===== config.mk =====
export PLATFORM = sky130hd
export DESIGN_NAME = manchester_receiver_flat
export DESIGN_NICKNAME = d
export VERILOG_FILES = /design/src/rtl/manchester_if.sv /design/src/rtl/manchester_receiver.sv /design/src/flat_wrapper.sv
export SDC_FILE = /design/constraint.sdc
export NUM_CORES = 1
export LEC_CHECK = 0
export CAP_MARGIN = 20
export CORE_UTILIZATION = 58
export DETAILED_ROUTE_END_ITERATION = 10
export MAX_ROUTING_LAYER = met4
export PLACE_DENSITY_LB_ADDON = 0.05
export SYNTH_ARGS = -nofsm -noshare
export SYNTH_HDL_FRONTEND = slang
export SYNTH_SLANG_ARGS = --single-unit
export TNS_END_PERCENT = 20

===== constraint.sdc =====
create_clock -name clk -period 2 [get_ports clk]
set_input_delay 0.6 -clock clk [delete_from_list [all_inputs] [get_ports clk]]
set_output_delay 0.6 -clock clk [all_outputs]
set_load 0.01 [all_outputs]

===== src/rtl/manchester_if.sv =====
// Serial line in, decoded byte stream and frame status out, for the Manchester receiver.
`timescale 1ns/1ps
interface manchester_if;
  logic       rxd;
  logic [7:0] data;
  logic       valid;
  logic       cardet;
  logic       eof;
  logic       error;

  modport master (output rxd, input data, valid, cardet, eof, error);
  modport slave  (input rxd, output data, valid, cardet, eof, error);
endinterface


===== src/rtl/manchester_receiver.sv =====
// Manchester line receiver: oversamples rxd, locks to the bit cell on the first
// falling edge out of idle, resyncs on mid-bit transitions and assembles bytes LSB first.
`timescale 1ns/1ps
module manchester_receiver #(
  parameter int CLKFREQ = 100_000_000,
  parameter int BAUD    = 9600,
  parameter int OSR     = 16
) (
  input logic         clk,
  input logic         rst,
  manchester_if.slave mif
);
  localparam int DIV_RAW = CLKFREQ / (BAUD * OSR);
  localparam int DIV     = (DIV_RAW < 1) ? 1 : DIV_RAW;
  localparam int DIV_W   = (DIV > 1) ? $clog2(DIV) : 1;
  localparam int PH_W    = $clog2(OSR);

  localparam logic [DIV_W-1:0] DIV_LAST  = DIV_W'(DIV - 1);
  localparam logic [PH_W-1:0]  PH_LAST   = PH_W'(OSR - 1);
  localparam logic [PH_W-1:0]  PH_FIRST  = PH_W'(OSR / 4);
  localparam logic [PH_W-1:0]  PH_SECOND = PH_W'(3 * OSR / 4);
  localparam logic [PH_W-1:0]  PH_MID    = PH_W'(OSR / 2);
  localparam logic [PH_W-1:0]  WIN_LO    = PH_W'(OSR / 2 - 2);
  localparam logic [PH_W-1:0]  WIN_HI    = PH_W'(OSR / 2 + 2);

  typedef enum logic [1:0] {IDLE, RECV, ERRWAIT} state_t;

  logic [DIV_W-1:0] div_cnt;
  logic             tick;
  logic             rxd_p0;
  logic             rxd_p1;
  logic             rx_last;
  state_t           state;
  logic [PH_W-1:0]  phase;
  logic [2:0]       bit_idx;
  logic [7:0]       shreg;
  logic             half1;
  logic [PH_W-1:0]  hi_cnt;

  logic             edge_seen;
  logic             in_window;
  logic [PH_W-1:0]  phase_inc;
  logic [7:0]       shifted;

  assign edge_seen = (rxd_p1 != rx_last);
  assign in_window = (phase >= WIN_LO) && (phase <= WIN_HI);
  assign phase_inc = (phase == PH_LAST) ? '0 : phase + PH_W'(1);
  assign shifted   = {rxd_p1, shreg[7:1]};

  // Sample-tick divider
  always_ff @(posedge clk) begin
    if (rst) begin
      div_cnt <= '0;
      tick    <= 1'b0;
    end else if (div_cnt == DIV_LAST) begin
      div_cnt <= '0;
      tick    <= 1'b1;
    end else begin
      div_cnt <= div_cnt + DIV_W'(1);
      tick    <= 1'b0;
    end
  end

  // Two-flop synchronizer; resets to the idle-high line level
  always_ff @(posedge clk) begin
    if (rst) begin
      rxd_p0 <= 1'b1;
      rxd_p1 <= 1'b1;
    end else begin
      rxd_p0 <= mif.rxd;
      rxd_p1 <= rxd_p0;
    end
  end

  always_ff @(posedge clk) begin
    if (rst) begin
      state      <= IDLE;
      phase      <= '0;
      bit_idx    <= '0;
      shreg      <= '0;
      half1      <= 1'b0;
      rx_last    <= 1'b1;
      hi_cnt     <= '0;
      mif.data   <= 8'h00;
      mif.valid  <= 1'b0;
      mif.cardet <= 1'b0;
      mif.eof    <= 1'b0;
      mif.error  <= 1'b0;
    end else begin
      mif.valid <= 1'b0;
      mif.eof   <= 1'b0;
      mif.error <= 1'b0;
      if (tick) begin
        rx_last <= rxd_p1;
        case (state)
          IDLE: begin
            if (!rxd_p1) begin
              phase      <= '0;
              bit_idx    <= '0;
              state      <= RECV;
              mif.cardet <= 1'b1;
            end
          end
          RECV: begin
            // Only edges near mid-cell carry timing; boundary edges are ignored
            if (edge_seen && in_window) phase <= PH_MID;
            else                        phase <= phase_inc;
            if (phase == PH_FIRST) half1 <= rxd_p1;
            if (phase == PH_SECOND) begin
              if (half1 != rxd_p1) begin
                shreg   <= shifted;
                bit_idx <= bit_idx + 3'd1;
                if (bit_idx == 3'd7) begin
                  mif.data  <= shifted;
                  mif.valid <= 1'b1;
                end
              end else if (rxd_p1 && (bit_idx == 3'd0)) begin
                mif.eof    <= 1'b1;
                mif.cardet <= 1'b0;
                state      <= IDLE;
              end else begin
                mif.error  <= 1'b1;
                mif.cardet <= 1'b0;
                hi_cnt     <= '0;
                state      <= ERRWAIT;
              end
            end
          end
          ERRWAIT: begin
            // Wait for a full cell's worth of continuous idle before re-arming
            if (!rxd_p1) begin
              hi_cnt <= '0;
            end else if (hi_cnt == PH_LAST) begin
              hi_cnt <= '0;
              state  <= IDLE;
            end else begin
              hi_cnt <= hi_cnt + PH_W'(1);
            end
          end
          default: state <= IDLE;
        endcase
      end
    end
  end
endmodule


===== src/flat_wrapper.sv =====
// flat-port wrapper written by rule: the top's interface ports become plain ports
module manchester_receiver_flat 
#(
  parameter int CLKFREQ = 100_000_000,
  parameter int BAUD    = 9600,
  parameter int OSR     = 16
)
  (clk, rst, mif_rxd, mif_data, mif_valid, mif_cardet, mif_eof, mif_error);
  manchester_if mif_i ();
  input logic clk;
  input logic rst;
  input wire logic [$bits(mif_i.rxd)-1:0] mif_rxd;
  output wire logic [$bits(mif_i.data)-1:0] mif_data;
  output wire logic [$bits(mif_i.valid)-1:0] mif_valid;
  output wire logic [$bits(mif_i.cardet)-1:0] mif_cardet;
  output wire logic [$bits(mif_i.eof)-1:0] mif_eof;
  output wire logic [$bits(mif_i.error)-1:0] mif_error;
  assign mif_i.rxd = mif_rxd;
  assign mif_data = mif_i.data;
  assign mif_valid = mif_i.valid;
  assign mif_cardet = mif_i.cardet;
  assign mif_eof = mif_i.eof;
  assign mif_error = mif_i.error;
  manchester_receiver #(.CLKFREQ(CLKFREQ), .BAUD(BAUD), .OSR(OSR)) u_core (.clk(clk), .rst(rst), .mif(mif_i));
endmodule

==> results.yml <==
synthesis:
  synth_fp_nets: 260
  yosysSeqAreaShare_pct: 42.4
  postSynth.asyncResetShare_pct: 0
  synth_edf_count: 0
  syn_avg_cell_area_um2: 8.94
  synth_warnings: 0
  area_of_the_mapped_netlist_um2: 2220
  share_of_yosys_cell_area_claimed_by_the_top_area_cell_type_pct: 42.4
  ys.flop_type: "sky130_fd_sc_hd__dfxtp_1"
  synth.largest_area_cell: "sky130_fd_sc_hd__dfxtp_1"
  most_frequent_cell_after_synthesis: "sky130_fd_sc_hd__dfxtp_1"
  synth_common_cells: "sky130_fd_sc_hd__dfxtp_1 (47), sky130_fd_sc_hd__nor2_1 (37), sky130_fd_sc_hd__nand2_1 (17)"
  postSynthRegisterBits: 47
  post_synth_main_area_contributors: "sky130_fd_sc_hd__dfxtp_1 (42%), sky130_fd_sc_hd__nor2_1 (6.3%), sky130_fd_sc_hd__mux2i_1 (5.9%)"
  post_synth_num_cell_types: 48
  synthCells: 248
global_routing:
  maximum_number_of_pins_on_one_net_before_global_route_repair: 19
  antenna_found_initial: 0
  vias_in_the_first_global_route: 1552
  globalRouteTotalUtil_pct: 21.5
  gr-total-overflow: 0
  global_route_wire_length_before_repair_mm: 6.63
min_path:
  hold_path_class: "flip-flop to flip-flop"
  worstHoldStart: "u_core.rxd_p0$_SDFF_PP1_"
  min_path_cells: 1
placement:
  gp_congestion: 0.825
  port_buffers: 14
  place_hpwl_mm: 2.66
  place_inst: 306
drt:
  drt-total-wl_mm: 3.71
  wl_per_cell_um: 11.8
  detail_route.drc_violations: 0
  drt-initial-drc-count: 95
  via_per_inst: 5.39
  route.antenna.remaining_nets: 0
  dr_total_vias: 1693
  dr.pass1.iters: 4
critical_path:
  cp_max_fo: 3
  crit_path_end_kind: "output pin"
  crit_path_start_kind: "flip-flop"
  worst-endpoint-arrival_ns: 1.22
  timing.critical_path.max_delay_family: "buffers and inverters"
  cp_data_required_time_ns: 1.40
  worst_r2r_path_depth: 6
  crit_path_cell_chain: "clkdlybuf4s50_1"
  worst-path-stages: 1
  reg2reg_from: "u_core.phase[1]$_SDFFE_PP0P_"
  timing.critical_path.buf_inv: 1
  critical_path_slowest_stage_cell: "sky130_fd_sc_hd__clkdlybuf4s50_1"
  slowest_delay_ns: 0.55
  path_class: "flip-flop to output pin"
  setup.worst_path.start: "u_core.mif.cardet$_SDFFE_PP0P_"
cts:
  clock_sinks: 47
  cts_tree: "yes"
  clock_latency_ns: 0.30
  clkSlewWorstSetupHoldPaths_ns: 0.09
  cts-hold-fix-buffers: 0
  cts_max_path_buffers: 2
  htree_levels: 2
  post_cts_resized: 0
  cts_setup_buffers: 0
  clock_tree_root_driver_cell: "sky130_fd_sc_hd__clkbuf_8"
  cts_inserted_buffers: 5
die:
  floorplan.die_area_um2: 4070
  die_w_um: 63.8
  num_rows: 22
  number_of_top_level_design_ports: 15
  die_height_um: 63.8
  initial_core_util_pct: 60.6
  core_region_area_um2: 3660
sta:
  max_transition_margin_pct: 61.0
  timing.clock.skew_ns: 0.00723
  final_max_slew_violation_count: 0
  grt_setup_unrepaired: "no"
  layout_worst_path_cycle_share_pct: 91.1
  setup_viol: 0
  fmax_mhz: 549
  report.final.hold_viol_count: 0
  period_minus_slack_ns: 1.82
  tns_ns: 0
  transition_time_at_the_pin_with_the_least_slew_margin_ns: 0.577
layout:
  antennaDiodeCount: 0
  final_cells: 314
  drive_gt1_share_pct: 8.27
  num-nets-final: 277
  syn_to_final_growth_pct: 13.0
run_status:
  outcome: "complete, no violations"
power_and_ir_drop:
  leakage_power_nw: 0.888
  irDropWorstVdd_mv: 0.502
  powerDensity_nw_per_um2: 682
job:
  max-cap-violations: 0
-- cell type report --
cell class,instances,area [µm²]
Fill cell,325,1160
Multi-Input combinational cell,180,1150
Sequential cell,47,941
Timing Repair Buffer,23,208
Clock buffer,5,68.8
Tap cell,48,60.1
Clock inverter,3,47.5
Inverter,8,30.0
-- cell families after synthesis --
group | share of synthesized area [%]
DFF | 42.4
xor gates and xnor gates | 3.95
adders and majority gates | 5.08
buffers and inverters | 5.70
AOI/OAI and AO/OA | 11.7
muxes | 5.87
and+or+nand+nor | 25.3
-- layout by cell type (no fill, tap or decap), types with 5 or more instances in the layout --
cell type and instances:
sky130_fd_sc_hd__a21oi_1 13, sky130_fd_sc_hd__buf_4 9, sky130_fd_sc_hd__clkbuf_8 5, sky130_fd_sc_hd__clkdlybuf4s50_1 14
sky130_fd_sc_hd__dfxtp_1 47, sky130_fd_sc_hd__ha_1 9, sky130_fd_sc_hd__inv_1 8, sky130_fd_sc_hd__mux2i_1 13
sky130_fd_sc_hd__nand2_1 17, sky130_fd_sc_hd__nand2b_1 10, sky130_fd_sc_hd__nand3_1 15, sky130_fd_sc_hd__nor2_1 37
sky130_fd_sc_hd__xnor2_1 6
-- per-layer routing --
layer  vias up  routed length (µm)  track usage [%]
li1        892                   -                -
met4         0                  53             6.82
met2        20                1750             36.2
met1       775                1790             24.4
met3         6                 114             6.43
met5         -                   0                -
-- registers in the layout, indices dropped and copies added (netlist names), 2 cells and up --
signal           cells
u_core.mif.data      8
u_core.bit_idx       3
u_core.shreg         7
u_core.state         2
u_core.hi_cnt        4
u_core.div_cnt      10
u_core.phase         4
-- per-stage QoR --
step                cell area [µm²]  util [%]  hold WS (ns)  worst slack [ns]  total power [mW]
floorplan                      2220         -         0.389             0.330              1.00
global placement               2390      65.2         0.410             0.125              1.02
detailed placement             2390      65.2         0.402             0.110              1.02
CTS                            2500      68.4         0.432             0.166              1.73
global route                   2500      68.4         0.443             0.110              1.77
finish                         2500      68.4         0.427             0.179              1.71
-- report_power, final --
| group | switching (mW) | total (mW) | internal [mW] | leakage (nW) |
|---|---|---|---|---|
| registers | 0.00782 | 0.950 | 0.942 | 0.380 |
| logic | 0.0259 | 0.0480 | 0.0222 | 0.449 |
| clock network | 0.331 | 0.710 | 0.379 | 0.0587 |
-- final timing paths --
| path | to | slack (ns) |
|---|---|---|
| setup / recovery | mif_cardet | 0.18 |
| hold / removal | u_core.rxd_p1$_SDFF_PP1_ | 0.43 |
| setup reg to reg | u_core.shreg[7]$_SDFFE_PP0P_ | 0.30 |
| hold reg to reg | u_core.rxd_p1$_SDFF_PP1_ | 0.43 |
Note: power is estimated with default switching activity, not from simulation.
